--- src/rtl/count_sequencer.sv ---
// Sequencer for an external 8-bit enable/clear counter: start/stop/step/clear control, rate-divided run, halt at limit.
// Latency: control edges act on the next C edge; cnt_en and cnt_clr_n are registered (one-cycle pulses).
// Backpressure: none; a held control level yields one event, and lower-priority events in the same cycle are dropped.
//
// Ports:
//   C, Cb                   clock (rising edge), asynchronous active-low reset
//   start, stop, step, clr  level controls, acted on at their rising edge
//   rate_sel                selects DIV0..DIV3 clocks per increment
//   limit                   terminal count; RUN halts into DONE when count_q == limit
//   count_q                 counter Q fed back from the counter
//   cnt_en                  counter enable, one-cycle pulse per increment
//   cnt_clr_n               counter clear, active-low, one cycle on clr and held during reset
//   state, done             FSM state (IDLE/RUN/PAUSE/DONE) and DONE flag
module count_sequencer #(
    parameter int DIV_W = 26,
    parameter int DIV0  = 50000000,
    parameter int DIV1  = 25000000,
    parameter int DIV2  = 12500000,
    parameter int DIV3  = 2
) (
    input  logic       C,
    input  logic       Cb,
    input  logic       start,
    input  logic       stop,
    input  logic       step,
    input  logic       clr,
    input  logic [1:0] rate_sel,
    input  logic [7:0] limit,
    input  logic [7:0] count_q,
    output logic       cnt_en,
    output logic       cnt_clr_n,
    output logic [1:0] state,
    output logic       done
);

    typedef enum logic [1:0] {
        IDLE  = 2'b00,
        RUN   = 2'b01,
        PAUSE = 2'b10,
        DONE  = 2'b11
    } state_e;

    // Reload values are one less than the period: div_cnt counts N-1 .. 0,
    // and the cycle where it reads 0 issues the increment.
    localparam logic [DIV_W-1:0] RELOAD0 = DIV_W'(DIV0 - 1);
    localparam logic [DIV_W-1:0] RELOAD1 = DIV_W'(DIV1 - 1);
    localparam logic [DIV_W-1:0] RELOAD2 = DIV_W'(DIV2 - 1);
    localparam logic [DIV_W-1:0] RELOAD3 = DIV_W'(DIV3 - 1);

    state_e           state_q, state_d;
    logic [DIV_W-1:0] div_q, div_d;
    logic             cnt_en_q, cnt_en_d;
    logic             cnt_clr_n_q, cnt_clr_n_d;

    logic start_prev_q, stop_prev_q, step_prev_q, clr_prev_q;
    logic start_ev, stop_ev, step_ev, clr_ev;
    logic at_limit;
    logic idle_or_pause;
    logic [DIV_W-1:0] reload;

    assign start_ev = start & ~start_prev_q;
    assign stop_ev  = stop  & ~stop_prev_q;
    assign step_ev  = step  & ~step_prev_q;
    assign clr_ev   = clr   & ~clr_prev_q;

    assign at_limit      = (count_q == limit);
    assign idle_or_pause = (state_q == IDLE) || (state_q == PAUSE);

    // rate_sel is sampled only where a reload happens, so a mid-interval
    // change finishes the interval already in flight.
    always_comb begin
        reload = RELOAD0;
        case (rate_sel)
            2'd0: reload = RELOAD0;
            2'd1: reload = RELOAD1;
            2'd2: reload = RELOAD2;
            2'd3: reload = RELOAD3;
            default: reload = RELOAD0;
        endcase
    end

    always_comb begin
        state_d     = state_q;
        div_d       = div_q;
        cnt_en_d    = 1'b0;
        cnt_clr_n_d = 1'b1;

        // Priority clr > stop > start > step; a present higher-priority event
        // consumes the cycle even where it has no effect in the current state.
        if (clr_ev) begin
            // Any tick due this cycle is dropped: cnt_en_d stays 0.
            state_d     = IDLE;
            div_d       = '0;
            cnt_clr_n_d = 1'b0;
        end else if (stop_ev) begin
            // div_cnt is left as is; the next start reloads it anyway.
            if (state_q == RUN) begin
                state_d = PAUSE;
            end
        end else if (start_ev && idle_or_pause) begin
            state_d = RUN;
            div_d   = reload;
        end else if (step_ev && idle_or_pause) begin
            if (!at_limit) begin
                cnt_en_d = 1'b1;
            end
        end else if (state_q == RUN) begin
            if (at_limit) begin
                state_d = DONE;
            end else if (div_q == '0) begin
                cnt_en_d = 1'b1;
                div_d    = reload;
            end else begin
                div_d = div_q - 1'b1;
            end
        end
    end

    always_ff @(posedge C or negedge Cb) begin
        if (!Cb) begin
            state_q      <= IDLE;
            div_q        <= '0;
            cnt_en_q     <= 1'b0;
            cnt_clr_n_q  <= 1'b0;
            start_prev_q <= 1'b0;
            stop_prev_q  <= 1'b0;
            step_prev_q  <= 1'b0;
            clr_prev_q   <= 1'b0;
        end else begin
            state_q      <= state_d;
            div_q        <= div_d;
            cnt_en_q     <= cnt_en_d;
            cnt_clr_n_q  <= cnt_clr_n_d;
            start_prev_q <= start;
            stop_prev_q  <= stop;
            step_prev_q  <= step;
            clr_prev_q   <= clr;
        end
    end

    assign cnt_en    = cnt_en_q;
    assign cnt_clr_n = cnt_clr_n_q;
    assign state     = state_q;
    assign done      = (state_q == DONE);

endmodule

--- config.mk ---
export PLATFORM = sky130hd
export DESIGN_NAME = count_sequencer
export DESIGN_NICKNAME = d
export VERILOG_FILES = /design/src/rtl/count_sequencer.sv
export SDC_FILE = /design/constraint.sdc
export NUM_CORES = 1
export LEC_CHECK = 0
export ABC_AREA = 1
export BUFFER_PORTS_ARGS = -buffer_cell sky130_fd_sc_hd__buf_2
export CAP_MARGIN = 10
export CORE_MARGIN = 4
export CORE_UTILIZATION = 35
export DETAILED_ROUTE_END_ITERATION = 10
export SYNTH_ARGS = -nofsm -noshare
export SYNTH_HDL_FRONTEND = slang
export SYNTH_SLANG_ARGS = --single-unit
--- constraint.sdc ---
create_clock -name C -period 2.05 [get_ports C]
set_clock_uncertainty 0.2 [all_clocks]
set_input_delay 0 -clock C [delete_from_list [all_inputs] [get_ports C]]
set_output_delay 0 -clock C [all_outputs]
set_load 0.02 [all_outputs]
# Yosys cells after proc, flatten, opt, wreduce, memory -nomap -nowiden
# Index checks and enable logic that the tools add are counted.
[totals]
wordCells = 63
output_inout_bits = 5
input_bits = 24
reg_bits = 34
[classes]
muxes = 24
reduce_logical = 10
n_eq_ne = 12
add_sub_neg = 1
bitwise_logic = 8
[op_table]
columns = ["op", "count"]
rows = [
  ["$mux 26", 7],
  ["$pmux 26 s4", 1],
  ["$logic_not 26->1", 1],
  ["$sub 26x1->26 const B", 1],
  ["$mux 2", 7],
  ["$mux 1", 9],
  ["$eq 2x2->1 const B", 4],
  ["$eq 8x8->1", 1],
  ["$reduce_and 4->1", 2],
  ["$and 1x1->1", 4],
  ["$eq 2x1->1 const B", 2],
  ["$logic_not 2->1", 2],
  ["$ne 4x4->1 const B", 1],
  ["$not 1->1", 4],
  ["$reduce_bool 4->1", 1],
  ["$ne 3x1->1 const B", 1],
  ["$ne 3x2->1 const B", 1],
  ["$ne 3x3->1 const B", 1],
  ["$reduce_bool 3->1", 1],
  ["$logic_and 1x1->1", 2],
  ["$ne 2x1->1 const B", 1],
  ["$logic_or 1x1->1", 1],
]

# Depth between registers and ports, before layout
# Gate-level depths: netlist of the first run.
[logic_depth]
ltp_word = 9
ltp_mapped = 13
ltp_nobuf = 13

# Worst setup path before layout of the first run
# OpenSTA, ideal clock, no wires.
[synth_path]
kind = "register -> register"
startpoint = "reg state_q[0] (netlist: state[0])"
endpoint = "reg div_q[21]"
arrival_ps = 1418
period_less_slack_ps = 1736
path_buffers = 1
t_required_ps = 1733
path_stages_with_launch = 10
setup_time_ps = 117
path_slack_ps = 314
cell_sequence = "dfrtp_1 -> nor3_4 -> inv_4 -> nand2_4 -> nand2_2 -> nand2_2 -> inv_2 -> buf_6 -> nand2_1 -> nand2_1"
[synth_via]
elab_chain_cells = 6
word_cells_on_any_way = 13
classes_between = "eq/ne (4); mux (3); reduce/logical (6)"
[synth_lines]
columns = ["element", "line", "text"]
rows = [
  ["start: declaration", "50", "state_e state_q, state_d;"],
  ["start signal: assignment", "130", "state_q <= state_d;"],
  ["$eq 2x2->1 or $logic_not 2->1 (tied branches)", "67", "assign idle_or_pause = (state_q == IDLE) || (state_q == PAUSE);"],
  ["$logic_or 1x1->1", "67", ""],
  ["$logic_and 1x1->1", "100", "end else if (start_ev && idle_or_pause) begin"],
  ["$mux 26", "100", ""],
  ["$mux 26", "95", "end else if (stop_ev) begin"],
  ["$mux 26", "90", "if (clr_ev) begin"],
  ["end signal: assignment", "131", "div_q <= div_d;"],
  ["end: declaration", "51", "logic [DIV_W-1:0] div_q, div_d;"],
]
# Parallel ways exist; a longest one is shown, timed or not. The select of a mux whose other input is x is not followed.
# A chain may end at the register's enable or synchronous reset.

# Worst setup path after layout of the first run
[layout_path]
startpoint = "reg div_q[7]"
endpoint = "reg div_q[25]"
[layout_via]
elab_chain_cells = 8
word_cells_on_any_way = 9
classes_between = "add/sub (1); mux (7); reduce/logical (1)"
[layout_lines]
columns = ["element", "line", "text"]
rows = [
  ["$sub 26x1->26 or $logic_not 26->1 (tied branches)", "114, 110", ""],
  ["$mux 26 *", "110", "end else if (div_q == '0) begin"],
  ["$mux 26 *", "108", "if (at_limit) begin"],
  ["$mux 26 *", "107", "end else if (state_q == RUN) begin"],
  ["$mux 26 *", "103", "end else if (step_ev && idle_or_pause) begin"],
  ["$mux 26 *", "100", ""],
  ["$mux 26 *", "95", ""],
  ["$mux 26 *", "90", ""],
]
# Mark *: on every way between the ends. The rest lies on a longest branch, timed or not. The select of a mux whose other input is x is not followed.

==> metrics.md, run 1 <==
| Metric | Value |
|---|---|
| Post-synthesis net count | 429 |
| Worst hold start | rate_sel[1] |
| Synth Instances | 400 |
| Largest net degree at the start of global routing | 35 |
| WL/cell | 12.5 um |
| Grt ovf | 0 |
| Cts bufs inserted | 5 |
| Mux cell area share after synthesis | 0% |
| Max-Cap Viols | 0 |
| Worst slew margin | 47.0% |
| CP Capture Type | register |
| Combinational power share | 55.0% |
| Final setup viols | 0 |
| Ports | 29 |
| Initial antenna violation count | 0 |
| Worst Setup SP | div_q[7]$_DFFE_PN0P_ |
| Clock Latency Late Sink | 0.30 ns |
| Crit-path max FO | 9 |
| Fillers | 794 |
| Crit path top cell by count | nand2_1 |
| Yosys Warn Count | 0 |
| Number of flops mapped to enable cells by yosys | 0 |
| Data required time of the critical path | 2.04 ns |
| Synth async-reset ratio | 100% |
| Post-synthesis sequential area ratio | 32.9% |
| Final Hold Fails | 0 |
| Post-Route WL | 6.81 mm |
| Layout area overhead | 19.0% |
| Post-DP HPWL | 5.25 mm |
| Row cnt | 31 |
| Vias per cell | 4.70 |
| Clock tree buffer depth | 2 |
| Fmax | 0.531 GHz |
| Slowest stage cell, crit path | dfrtp_1 |
| # Post-CTS Setup Buffers | 0 |
| Power per Cell Area | 1420 mW/mm^2 |
| M3 GR Usage | 2.32% |
| RSZ-0062 raised after global routing | no |
| Initial core utilization | 35.8% |
| DIE WIDTH | 93.9 um |
| Syn avg cell area | 6.46 um^2 |
| Flop pwr share | 27.6% |
| Vias in the first global route | 2456 |
| Synth Cell Area | 0.00258 mm^2 |
| Ys flop type | dfrtp_1 |
| Sw frac | 48.7% |
| Final setup TNS | 0 ns |
| Pins Over Slew Limit | 0 |
| Antenna viol nets, final | 0 |
| CORE AREA | 0.00721 mm^2 |
| Routability cong. | 0.884 |
| H-tree lvl count | 2 |
| Clk pwr share | 17.4% |
| Hold Path Class | in -> reg |
| Pin slew with the least headroom to its limit | 0.795 ns |
| Simple-Gate Fraction of Synth Area | 45.8% |
| N_diodes | 0 |
| Total track usage | 16.8% |
| GRT met1 Usage | 22.8% |
| Via count | 2551 |
| Num Clock Sinks | 34 |
| Die Ht | 93.9 um |
| Wire length of the first global-routing pass | 11.8 mm |
| Worst path top cell family by delay | simple AND/OR/NAND/NOR gates |
| Die Area | 0.00882 mm^2 |
| Tot Pwr | 4.38 mW |
| Critical Path AT | 1.87 ns |
| Max incr delay on CP | 0.45 ns |
| Commonest non-fill, non-tap cell in the layout | nand2_1 |
| Max IR drop VDD | 0.473 mV |
| Net Sw Power | 2.13 mW |
| Synth Area in Adders | 2.42% |
| Fin crit share | 91.8% |
| DRT Pass-1 Iters | 4 |
| CP Class | reg -> reg |
| Largest family of logic cells by synthesized area | simple AND/OR/NAND/NOR gates |
| Clock-pin transition on the worst setup and hold timing paths | 0.08 ns |
| Synthesized flop and latch total | 34 |
| IO Port Bufs | 28 |
| DRC | 0 |
| Compound-Gate Fraction of Synth Area | 4.07% |
| Leakage power | 1.73 nW |
| Reg-to-reg critical path startpoint | div_q[7]$_DFFE_PN0P_ |
| Cell Int Power | 2.25 mW |
| Startpoint types | register |
| First DRT Iteration DRCs | 129 |
| Fin nets | 472 |
| Top Usage Layer GRT | met2 |
| Commonest non-fill, non-tap cells in the layout | nand2_1, nor2_1, inv_1 |
| Util after Layout | 42.6% |
| CP Buf/Inv Count | 1 |
| TritonCTS clock tree | yes |
| Sequence of cells on the critical path | nor2_1 -> nand3_1 -> nor2_4 -> nand4_2 -> nand2_4 -> inv_2 -> nand2_1 -> nand2_1 -> nand2_1 -> nand2_1 |
| Outcome | completed |
| Cell variety after synth | 31 |
| Post-Synth XOR/XNOR Area | 4.75% |
| Share of layout cells above drive strength 1 | 16.9% |
| Crit path time final | 1.88 ns |
| GRT met2 Usage | 27.3% |
| Root buffer cell | clkbuf_8 |
[Yosys cell counts (2+ instances only)]
cell type,count,area share [%]
nand4_1,9,2.2
a21oi_1,6,1.2
xor2_1,9,3.1
nand3_1,29,5.6
ha_1,5,2.4
o21ai_0,11,2.1
nor2_2,3,0.73
xnor2_1,5,1.7
nand3_2,3,1.2
buf_6,2,0.87
dfrtp_1,34,33
inv_2,5,0.73
nand2_1,156,23
nor2_1,52,7.6
nand2_2,5,1.2
inv_1,47,6.8
nand2_4,4,1.7
nor2_4,2,0.87
[tightest hold or removal path: cells and delay by family]
kind	cells	cell delay, ns
adder cells (fa/ha/maj)	1	0.18
buffers and inverters	2	0.14
AND/OR/NAND/NOR	3	0.19
[state kept, by name, summed over array words and instances (netlist names)]
signal        count
div_q            26
state             2
clr_prev_q        1
cnt_clr_n         1
cnt_en            1
start_prev_q      1
step_prev_q       1
stop_prev_q       1
[worst paths after layout]
path	to	slack (ns)	cells past startpoint
max in group asynchronous	div_q[0]$_DFFE_PN0P_	1.02	2
setup / recovery	div_q[25]$_DFFE_PN0P_	0.17	10
hold reg to reg	div_q[25]$_DFFE_PN0P_	0.32	2
hold / removal	div_q[10]$_DFFE_PN0P_	0.06	6
min in group asynchronous	div_q[8]$_DFFE_PN0P_	0.13	2
setup reg to reg	div_q[25]$_DFFE_PN0P_	0.17	10
[cell families (layout without fill, tap and decap cells)]
| family | Yosys count | after routing |
|---|---|---|
| buffers and inverters | 58 | 102 |
| AO/OA/AOI/OAI | 20 | 20 |
| AND/OR/NAND/NOR | 269 | 269 |
| adder cells (fa/ha/maj) | 5 | 5 |
| XOR/XNOR | 14 | 14 |
| flip-flops | 34 | 34 |
[layout make-up]
| class | count | area [um^2] | area share (%) |
|---|---|---|---|
| Multi-Input combinational cell | 308 | 1510 | 49.1 |
| Sequential cell | 34 | 851 | 27.7 |
| Timing Repair Buffer | 40 | 243 | 7.90 |
| Inverter | 54 | 210 | 6.84 |
| Tap cell | 99 | 124 | 4.03 |
| Clock buffer | 5 | 68.8 | 2.24 |
| Clock inverter | 3 | 68.8 | 2.24 |
[layer usage]
metal | wire (um) | vias to the layer above
met5 | 0 | -
met4 | 136 | 0
met3 | 249 | 11
met2 | 3300 | 45
met1 | 3130 | 1180
li1 | - | 1315
[power groups by stage]
| stage | clock network (mW) | logic (mW) | registers, mW |
|---|---|---|---|
| after floorplan | 0 | 1.79 | 1.14 |
| after global routing | 0.809 | 2.77 | 1.25 |
| final | 0.764 | 2.41 | 1.21 |
| after CTS | 0.784 | 2.32 | 1.20 |
| after global placement | 0 | 2.29 | 1.21 |
| after detailed placement | 0 | 2.30 | 1.21 |
[what timing repair did]
item / 4_1_cts / 5_1_grt
hold buffers: 5 / 0
setup endpoints to repair: 0 / 18
hold endpoints to repair: 41 / 0
gates resized for setup: 0 / 9
[through the flow]
| step | area, um^2 | cells | worst slack (ns) | hold WS, ns |
|---|---|---|---|---|
| finish | 3070 | 543 | 0.168 | 0.0558 |
| global route | 3070 | 543 | 0.00885 | 0.110 |
| CTS | 3040 | 543 | 0.0945 | 0.0454 |
| detailed placement | 2850 | 530 | 0.110 | -0.0776 |
| global placement | 2850 | 530 | 0.118 | -0.0785 |
| floorplan | 2580 | 400 | 0.314 | -0.496 |
Note: power is estimated with default switching activity, not from simulation.
==> run 2: changes to the inputs <==
--- a/config.mk
+++ b/config.mk
@@ -10,5 +10,6 @@
 export CAP_MARGIN = 10
 export CORE_MARGIN = 4
-export CORE_UTILIZATION = 35
+export CORE_UTILIZATION = 45
+export CTS_BUF_LIST = sky130_fd_sc_hd__clkbuf_8
 export DETAILED_ROUTE_END_ITERATION = 10
 export SYNTH_ARGS = -nofsm -noshare
==> constraint.sdc (replaced) <==
create_clock -name C -period 2.05 [get_ports C]
set_clock_uncertainty 0.2 [all_clocks]
set_input_delay 0.1025 -clock C [delete_from_list [all_inputs] [get_ports C]]
set_output_delay 0.1025 -clock C [all_outputs]
set_load 0.02 [all_outputs]
==> run 2 against run 1 <==
Cell area fell by 1.2%. Largest power group unchanged. Cell count decreased by 4.6%. Die area down 20%. Largest cell class unchanged.
==> metrics.md, run 2 (synthesis gave the netlist of run 1 again) <==
| Metric | Value |
|---|---|
| Fin crit share | 93.5% (+1.7 points) |
| Commonest non-fill, non-tap cells in the layout | nand2_1, nor2_1, inv_1 |
| N_diodes | 0 (unchanged) |
| Crit-path max FO | 9 (unchanged) |
| Pins Over Slew Limit | 0 (unchanged) |
| Combinational power share | 55.3% (+0.3 points) |
| TritonCTS clock tree | yes |
| Row cnt | 27 (-13%) |
| Clock-pin transition on the worst setup and hold timing paths | 0.08 ns (about the same) |
| Final Hold Fails | 0 (unchanged) |
| Vias per cell | 4.82 (+2.6%) |
| Data required time of the critical path | 2.03 ns (about the same) |
| Via count | 2497 (-2.1%) |
| Antenna viol nets, final | 0 (unchanged) |
| Initial core utilization | 46.6% (+11 points) |
| CP Capture Type | register |
| Reg2Reg Depth | 9 (-1) |
| Most flops, register | div_q |
| Layout area overhead | 17.6% |
| Grt ovf | 0 (unchanged) |
| CP Class | reg -> reg |
| Sw frac | 48.6% (-0.11 points) |
| Leakage power | 1.74 nW (+0.65%) |
| DIE WIDTH | 83.8 um (-11%) |
| Pin slew with the least headroom to its limit | 0.769 ns (-0.0259 ns) |
| Fmax | 0.521 GHz (-1.9%) |
| Net Sw Power | 2.11 mW (-1.1%) |
| Ports | 29 (unchanged) |
| Routability cong. | 0.867 (-1.9%) |
| Util after Layout | 54.8% (+12 points) |
| Fin nets | 474 (+0.42%) |
| # Post-CTS Setup Buffers | 0 (unchanged) |
| Cts bufs inserted | 5 (unchanged) |
| DRC | 0 (unchanged) |
| Hold EP | div_q[18]$_DFFE_PN0P_ |
| Final setup TNS | 0 ns (unchanged) |
| Startpoint types | register |
| Initial antenna violation count | 0 (unchanged) |
| Reg area | 851 um^2 (unchanged) |
| Fillers | 563 (-29%) |
| Die Area | 0.00701 mm^2 (-20%) |
| Max reg flops | 26 (unchanged) |
| Worst slew margin | 48.8% (+1.7 points) |
| Crit path time final | 1.92 ns (+0.0358 ns) |
| Post-DP HPWL | 5.19 mm (-1.2%) |
| Worst hold start | rate_sel[1] |
| Area of the multi-input gates | 0.00149 mm^2 (-1.2%) |
| Largest net degree at the start of global routing | 35 (unchanged) |
| DRT Pass-1 Iters | 5 (+1) |
| Cell Int Power | 2.23 mW (-0.62%) |
| IO Port Bufs | 28 (unchanged) |
| WL/cell | 12.6 um (+0.70%) |
| Max-Cap Viols | 0 (unchanged) |
| Max IR drop VDD | 0.601 mV (+27%) |
| Hold Path Class | in -> reg |
| Share of layout cells above drive strength 1 | 17.0% (+0.15 points) |
| Reg2reg setup slack | 0.13 ns (-0.04 ns) |
| Clk pwr share | 17.5% (about the same) |
| Reg-to-reg critical path startpoint | div_q[0]$_DFFE_PN0P_ |
| Post-Route WL | 6.55 mm (-3.9%) |
| Wire length of the first global-routing pass | 11.3 mm (-3.6%) |
| Root buffer cell | clkbuf_8 |
| Tot Pwr | 4.34 mW (-0.83%) |
| Flop pwr share | 27.2% (-0.4 points) |
| Vias in the first global route | 2367 (-3.6%) |
| Critical Path AT | 1.90 ns (+0.03 ns) |
| First DRT Iteration DRCs | 176 (+36%) |
| Outcome | completed |
| H-tree lvl count | 2 (unchanged) |
| Clock tree buffer depth | 2 (unchanged) |
| Power per Cell Area | 1430 mW/mm^2 (+0.35%) |
| Die Ht | 83.8 um (-11%) |
| CORE AREA | 0.00554 mm^2 (-23%) |
| Reg2reg end | div_q[3]$_DFFE_PN0P_ |
| Clock Latency Late Sink | 0.29 ns (about the same) |
| Num Clock Sinks | 34 (unchanged) |
| Commonest non-fill, non-tap cell in the layout | nand2_1 |
| Final setup viols | 0 (unchanged) |
| Total track usage | 19.9% (+3.0 points) |
| Hold depth | 7 (+1) |
run 2: worst max path at each step:
stage / from / end / depth (start not counted)
2_1_floorplan: state[0]$_DFFE_PN0P_ / div_q[21]$_DFFE_PN0P_ / 9
3_3_place_gp: div_q[0]$_DFFE_PN0P_ / div_q[25]$_DFFE_PN0P_ / 11
3_5_place_dp: div_q[0]$_DFFE_PN0P_ / div_q[25]$_DFFE_PN0P_ / 11
4_1_cts: div_q[0]$_DFFE_PN0P_ / div_q[3]$_DFFE_PN0P_ / 9
5_1_grt: div_q[0]$_DFFE_PN0P_ / div_q[18]$_DFFE_PN0P_ / 11
6_report: div_q[0]$_DFFE_PN0P_ / div_q[3]$_DFFE_PN0P_ / 9
run 2: layout make-up:
class / instances / share of cell area, %
clock buffers: 5 / 2.27
clock inverters: 3 / 2.27
inverters: 54 / 6.92
multi-input cells: 308 / 49.1
flip-flops and latches: 34 / 28.0
well taps: 72 / 2.97
repair buffers: 42 / 8.48
run 2: power by group through the flow:
stage	clock, mW	sequential [mW]	combinational (mW)
3_5_place_dp	0	1.18	2.34
2_1_floorplan	0	1.14	1.79
4_1_cts	0.777	1.17	2.36
3_3_place_gp	0	1.18	2.32
6_report	0.762	1.18	2.40
5_1_grt	0.812	1.22	2.73
run 2: layer usage:
layer  vias up  part of all wire (%)  global-route usage [%]
met1      1107                    50                    28.0
met4         0                   1.6                    5.26
li1       1319                     -                       -
met5         -                     0                       0
met3        12                   4.1                    3.36
met2        59                    45                    31.4
run 2: repair_timing:
item / 4_1_cts / 5_1_grt
hold endpoints to repair: 39 / 0
gates resized for setup: 0 / 6
endpoints found under the setup margin: 0 / 9
hold buffers: 5 / 0
run 2: metrics by stage:
stage	hold WS, ns	cells	cell area [um^2]	setup WS [ns]
4_1_cts	0.148	518	3020	0.120
3_3_place_gp	0.0206	505	2830	0.153
3_5_place_dp	0.0255	505	2830	0.135
6_report	0.151	518	3040	0.132
5_1_grt	0.227	518	3040	-0.00761
2_1_floorplan	-0.393	400	2580	0.314
run 2: worst max-delay path, stage by stage (launching register included):
cell     delay [ns]
dfrtp_1        0.38
inv_1          0.11
ha_2           0.22
nand3_2        0.17
nor2_4         0.18
nand4_2        0.11
nand2_4        0.13
nand2_2        0.14
nand3_1        0.12
nand2_1        0.05
